## config.mk

```make
export PLATFORM = sky130hd
export DESIGN_NAME = host_frame_loader
export DESIGN_NICKNAME = d
export VERILOG_FILES = /design/src/rtl/host_frame_loader.sv
export SDC_FILE = /design/constraint.sdc
export NUM_CORES = 1
export LEC_CHECK = 0
export ABC_AREA = 1
export CAP_MARGIN = 25
export CELL_PAD_IN_SITES_DETAIL_PLACEMENT = 1
export CELL_PAD_IN_SITES_GLOBAL_PLACEMENT = 2
export CORE_MARGIN = 4
export CORE_UTILIZATION = 37
export DETAILED_ROUTE_END_ITERATION = 12
export GPL_TIMING_DRIVEN = 0
export HOLD_SLACK_MARGIN = 0.06
export PLACE_DENSITY_LB_ADDON = 0.15
export RECOVER_POWER = 50
export SYNTH_ARGS = -nofsm -noshare
export SYNTH_HDL_FRONTEND = slang
export SYNTH_SLANG_ARGS = --single-unit
```

## constraint.sdc

```tcl
create_clock -name clk -period 4 [get_ports clk]
set_clock_uncertainty 0.1 [all_clocks]
set_input_delay 0.4 -clock clk [delete_from_list [all_inputs] [get_ports clk]]
set_output_delay 0.4 -clock clk [all_outputs]
set_load 0.01 [all_outputs]
```

## src/rtl/host_frame_loader.sv

```systemverilog
// Host download frame parser: SYNC, ADDR_HI, ADDR_LO, LEN, DATA x N, CHK -> image buffer writes + start pulse.
// Optional ACK/NAK byte return to the host is enabled by defining HOST_FRAME_ACK_EN.
module host_frame_loader #(
    parameter int          ADDR_W         = 11,
    parameter logic [7:0]  SYNC_BYTE      = 8'h55,
    parameter int          TIMEOUT_CYCLES = 5000000
) (
    input  logic              clk,
    input  logic              rst_n,
    input  logic [7:0]        rx_data,
    input  logic              new_rx_data,
    output logic              wr_en,
    output logic [ADDR_W-1:0] wr_addr,
    output logic [7:0]        wr_data,
    output logic              frame_done,
    output logic              frame_err,
    output logic [ADDR_W-1:0] frame_base,
    output logic [8:0]        frame_len,
    output logic              in_frame
`ifdef HOST_FRAME_ACK_EN
    ,
    output logic [7:0]        tx_data,
    output logic              new_tx_data,
    input  logic              tx_busy
`endif
);

    localparam int TMO_W = $clog2(TIMEOUT_CYCLES + 1);
    localparam logic [TMO_W-1:0] TMO_LAST = TMO_W'(TIMEOUT_CYCLES - 1);

    typedef enum logic [2:0] {S_IDLE, S_AHI, S_ALO, S_LEN, S_DATA, S_CHK} state_t;

    state_t            state_q, state_d;
    logic [ADDR_W-1:0] addr_q, addr_d;
    logic [ADDR_W-1:0] base_q, base_d;
    logic [8:0]        len_q, len_d;
    logic [8:0]        cnt_q, cnt_d;
    logic [7:0]        sum_q, sum_d;
    logic [TMO_W-1:0]  tmo_q, tmo_d;
    logic              wr_en_q, wr_en_d;
    logic [ADDR_W-1:0] wr_addr_q, wr_addr_d;
    logic [7:0]        wr_data_q, wr_data_d;
    logic              done_q, done_d;
    logic              err_q, err_d;
    logic [ADDR_W-1:0] fbase_q, fbase_d;
    logic [8:0]        flen_q, flen_d;

    always_ff @(posedge clk or negedge rst_n) begin
        if (!rst_n) begin
            state_q   <= S_IDLE;
            addr_q    <= '0;
            base_q    <= '0;
            len_q     <= '0;
            cnt_q     <= '0;
            sum_q     <= '0;
            tmo_q     <= '0;
            wr_en_q   <= 1'b0;
            wr_addr_q <= '0;
            wr_data_q <= '0;
            done_q    <= 1'b0;
            err_q     <= 1'b0;
            fbase_q   <= '0;
            flen_q    <= '0;
        end else begin
            state_q   <= state_d;
            addr_q    <= addr_d;
            base_q    <= base_d;
            len_q     <= len_d;
            cnt_q     <= cnt_d;
            sum_q     <= sum_d;
            tmo_q     <= tmo_d;
            wr_en_q   <= wr_en_d;
            wr_addr_q <= wr_addr_d;
            wr_data_q <= wr_data_d;
            done_q    <= done_d;
            err_q     <= err_d;
            fbase_q   <= fbase_d;
            flen_q    <= flen_d;
        end
    end

    always_comb begin
        state_d   = state_q;
        addr_d    = addr_q;
        base_d    = base_q;
        len_d     = len_q;
        cnt_d     = cnt_q;
        sum_d     = sum_q;
        tmo_d     = '0;
        wr_en_d   = 1'b0;
        wr_addr_d = wr_addr_q;
        wr_data_d = wr_data_q;
        done_d    = 1'b0;
        err_d     = 1'b0;
        fbase_d   = fbase_q;
        flen_d    = flen_q;

        if (new_rx_data) begin
            // A strobe always wins over a timeout expiring on the same cycle.
            case (state_q)
                S_IDLE: begin
                    if (rx_data == SYNC_BYTE) state_d = S_AHI;
                end
                S_AHI: begin
                    addr_d  = {rx_data[ADDR_W-9:0], 8'h00};
                    sum_d   = rx_data;
                    state_d = S_ALO;
                end
                S_ALO: begin
                    addr_d[7:0] = rx_data;
                    sum_d       = sum_q + rx_data;
                    state_d     = S_LEN;
                end
                S_LEN: begin
                    cnt_d   = (rx_data == 8'h00) ? 9'd256 : {1'b0, rx_data};
                    len_d   = (rx_data == 8'h00) ? 9'd256 : {1'b0, rx_data};
                    sum_d   = sum_q + rx_data;
                    base_d  = addr_q;
                    state_d = S_DATA;
                end
                S_DATA: begin
                    wr_en_d   = 1'b1;
                    wr_addr_d = addr_q;
                    wr_data_d = rx_data;
                    addr_d    = addr_q + ADDR_W'(1);
                    sum_d     = sum_q + rx_data;
                    cnt_d     = cnt_q - 9'd1;
                    if (cnt_q == 9'd1) state_d = S_CHK;
                end
                S_CHK: begin
                    if (8'(sum_q + rx_data) == 8'h00) begin
                        done_d  = 1'b1;
                        fbase_d = base_q;
                        flen_d  = len_q;
                    end else begin
                        err_d = 1'b1;
                    end
                    state_d = S_IDLE;
                end
                default: state_d = S_IDLE;
            endcase
        end else if (state_q != S_IDLE) begin
            if (tmo_q == TMO_LAST) begin
                err_d   = 1'b1;
                state_d = S_IDLE;
            end else begin
                tmo_d = tmo_q + TMO_W'(1);
            end
        end
    end

    assign wr_en      = wr_en_q;
    assign wr_addr    = wr_addr_q;
    assign wr_data    = wr_data_q;
    assign frame_done = done_q;
    assign frame_err  = err_q;
    assign frame_base = fbase_q;
    assign frame_len  = flen_q;
    assign in_frame   = (state_q != S_IDLE);

`ifdef HOST_FRAME_ACK_EN
    logic       ack_pend_q, ack_pend_d;
    logic [7:0] ack_byte_q, ack_byte_d;

    always_ff @(posedge clk or negedge rst_n) begin
        if (!rst_n) begin
            ack_pend_q <= 1'b0;
            ack_byte_q <= '0;
        end else begin
            ack_pend_q <= ack_pend_d;
            ack_byte_q <= ack_byte_d;
        end
    end

    // One-deep response slot; a fresh result replaces one still waiting for the UART.
    always_comb begin
        ack_pend_d = ack_pend_q;
        ack_byte_d = ack_byte_q;
        if (ack_pend_q && !tx_busy) ack_pend_d = 1'b0;
        if (done_q) begin
            ack_pend_d = 1'b1;
            ack_byte_d = 8'h06;
        end else if (err_q) begin
            ack_pend_d = 1'b1;
            ack_byte_d = 8'h15;
        end
    end

    assign tx_data     = ack_byte_q;
    assign new_tx_data = ack_pend_q & ~tx_busy;
`endif

endmodule

```

==> impl_metrics.toml <==
[worst_setup_path]
startpoint_type = "input port"
path_cells = "dlygate4sd3_1, clkbuf_1, clkbuf_4"
cp.arrival_ns = 3.02
r2r-end = "frame_base[4]"
slowest_delay_ns = 1.23
worstRegToRegCells = 14
end_kind = "async pin"
timing.rr.start = "sum_q[0]"
path_max_fanout = 98
path_class = "input port to async pin"
required_ns = 4.20
crit_slowest_cell = "clkbuf_4"
reg2reg_slack_ns = 1.58
critPathLaunch = "rst_n"
worstSetupEndpoint = "wr_data[2]"

[floorplanning]
dieArea_sq_um = 18520
rows = 46
floorplan.core_area_sq_um = 16000
die_w_microns = 136.1
io-pin-count = 54
die_h_microns = 136.1
initial_core_util_pct = 37.93

[placed_design]
port_buffers = 52
hpwl_mm = 13.04
postPlaceCellArea_sq_um = 6889
place_congestion = 0.8222

[sta]
finalSetupTns_ns = 0
holdWs_ns = 0.1348
fin_crit_ns = 2.820
slew_violations = 0
period_share_pct = 70.51
worst_pin_slew_ns = 1.343
fmax_mhz = 354.6
setup_viol = 0
relSlewSlack_pct = 10.44
hold_viol = 0
rsz0062_at_grt = "false"

[synthesis]
async_flop_share_pct = 100.0
yosysTopAreaCell = "dfrtp_1"
synth_fp_nets = 785
synth_area_sq_um = 6070
ys_seq_area_share_pct = 47.83
synth_top_cell_area_share_pct = 47.83
synth_edf_count = 0
syn_inst = 762
synth.most_common_cell = "nand2_1"
synth_commonest_cells = "195 x nand2_1, 116 x dfrtp_1, 76 x inv_1"
synth_area_leaders = "dfrtp_1 48%, nand2_1 12%, nand3_1 5.3%"
synth_cell_types = 41
syn_area_per_cell_sq_um = 7.965
ys_seq_elements = 116
synth-warning-count = 0
synth_flop_cell = "dfrtp_1"

[global_route]
grt_pass1_vias = 5694
grtUsageTotal_pct = 20.15
grt_first_pass_wirelength_mm = 29.37
grt_start_max_net_pins = 99
globalRouteOverflowTotal = 0
antenna_found_initial = 0

[power_and_ir_drop]
p_leak_uw = 0.003498
vdd_ir_drop_max_uv = 331.4
finalPower_uw = 5211
power_density_nw_per_um2 = 699.2

[hold_path]
hp-class = "input port to register"
hold_depth = 2

[detailed_routing]
postRouteAntennaNets = 0
wl_per_cell_microns = 16.54
dr.pass1.iters = 4
postRouteWirelength_mm = 17.60
vias_per_cell = 5.050
vias = 5373
drt_iter0_markers = 197
drcViolationCount = 0

[finish]
fin_nets = 858
drive_above_1_share_pct = 11.32
syn2layout_area_growth_pct = 22.78
num_antenna_cells = 0
stdcell_area_sq_um = 7452

[clock_network]
ctsRootBufferMaster = "clkbuf_16"
cts.sinks = 116
htree_levels = 4
clockBufferDepth = 2
cts_buffers = 17
insertion_delay_ns = 0.42
path_clk_slew_ns = 0.06
cts_tree = "done"

[status]
status = "finished, final reports clean"

[flow_run]
drv_cap = 0
per-stage QoR:
| step | util, % | worst slack, ns | cells |
|---|---|---|---|
| floorplan | - | 1.911 | 762 |
| global placement | 42.88 | -2.278 | 1030 |
| detailed placement | 43.06 | 0.9039 | 1031 |
| CTS | 46.93 | 1.319 | 1064 |
| global route | 46.57 | 0.6665 | 1064 |
| finish | 46.57 | 1.180 | 1064 |
state kept, by name (all words and copies together) (netlist names), 3 cells and up:
register	count
len_q	9
wr_addr	11
cnt_q	9
addr_q	11
state_q	3
sum_q	8
frame_len	9
frame_base	11
base_q	11
wr_data	8
tmo_q	23
placed cells by master, fill, tap and decap left out, types with 2 or more instances in the layout:
| cell | synthesis | routed |
|---|---|---|
| nand2_1 | 195 | 198 |
| dfrtp_1 | 116 | 116 |
| inv_1 | 76 | 77 |
| nand3_1 | 64 | 65 |
| nor2_1 | 58 | 61 |
| clkdlybuf4s50_1 | 0 | 51 |
| o21ai_0 | 48 | 49 |
| o21ai_1 | 28 | 27 |
| a21oi_1 | 23 | 23 |
| nor3_1 | 22 | 22 |
| clkbuf_16 | 0 | 17 |
| nand4_1 | 12 | 12 |
| nand2_2 | 14 | 11 |
| ha_1 | 11 | 11 |
| nor2_2 | 12 | 10 |
| inv_2 | 10 | 9 |
| clkbuf_1 | 3 | 9 |
| nand3_2 | 8 | 7 |
| buf_2 | 11 | 7 |
| buf_4 | 5 | 5 |
| xor2_1 | 5 | 5 |
| buf_6 | 4 | 4 |
| o22ai_1 | 4 | 4 |
| a22oi_1 | 4 | 4 |
| xnor2_1 | 3 | 3 |
| nor2_4 | 4 | 3 |
| clkinv_2 | 0 | 3 |
| clkinvlp_4 | 0 | 3 |
| bufinv_16 | 0 | 3 |
| or2_2 | 2 | 2 |
| nor3b_1 | 2 | 2 |
| nand2_4 | 2 | 2 |
| o31ai_1 | 2 | 2 |
| a31oi_1 | 2 | 2 |
| clkinv_4 | 0 | 2 |
| clkbuf_8 | 0 | 2 |
layout make-up:
| type | instances | area [sq um] |
|---|---|---|
| Buffer | 23 | 143.9 |
| Sequential cell | 116 | 2903 |
| Multi-Input combinational cell | 536 | 2666 |
| Clock buffer | 20 | 456.7 |
| Fill cell | 1981 | 8548 |
| Timing Repair Buffer | 54 | 531.8 |
| Tap cell | 216 | 270.3 |
| Clock inverter | 12 | 153.9 |
| Inverter | 87 | 326.6 |
logic make-up after synthesis:
| family | Yosys count | share of synthesized area [%] |
|---|---|---|
| AO/OA/AOI/OAI | 117 | 10.33 |
| XOR/XNOR | 8 | 1.154 |
| adder cells (fa/ha/maj) | 12 | 2.597 |
| buffers and inverters | 110 | 7.833 |
| flip-flops | 116 | 47.83 |
| AND/OR/NAND/NOR | 399 | 30.26 |
worst min path at each step:
stage	to	slack, ns	start
6_report	tmo_q[16]	0.13	new_rx_data
5_1_grt	tmo_q[16]	0.14	new_rx_data
4_1_cts	tmo_q[16]	0.13	new_rx_data
3_5_place_dp	frame_base[6]	0.16	rst_n
3_3_place_gp	frame_base[1]	0.35	frame_base[1]
2_1_floorplan	addr_q[0]	0.004	rst_n
where the power goes:
part / switching [uW] / internal, uW
sequential: 252 / 1510
combinational: 1170 / 701
clock: 568 / 1010
total: 1990 / 3220
metal layers:
| metal | GRT usage [%] | part of all wire (%) | up-vias |
|---|---|---|---|
| li1 | - | - | 2624 |
| met2 | 33.35 | 48 | 72 |
| met4 | 5.711 | 1.1 | 0 |
| met3 | 3.590 | 3.3 | 17 |
| met5 | 0 | 0 | - |
| met1 | 27.16 | 48 | 2660 |
timing repair:
item / 4_1_cts / 5_1_grt
resized for setup: 0 / 0
setup buffers: 0 / 0
hold buffers: 1 / 0
hold endpoints to repair: 18 / 0
worst max-delay path: cells and delay by family:
kind / cells / cell delay, ns
buffers and inverters: 3 / 2.57
Power figures use the tool's default switching activity.
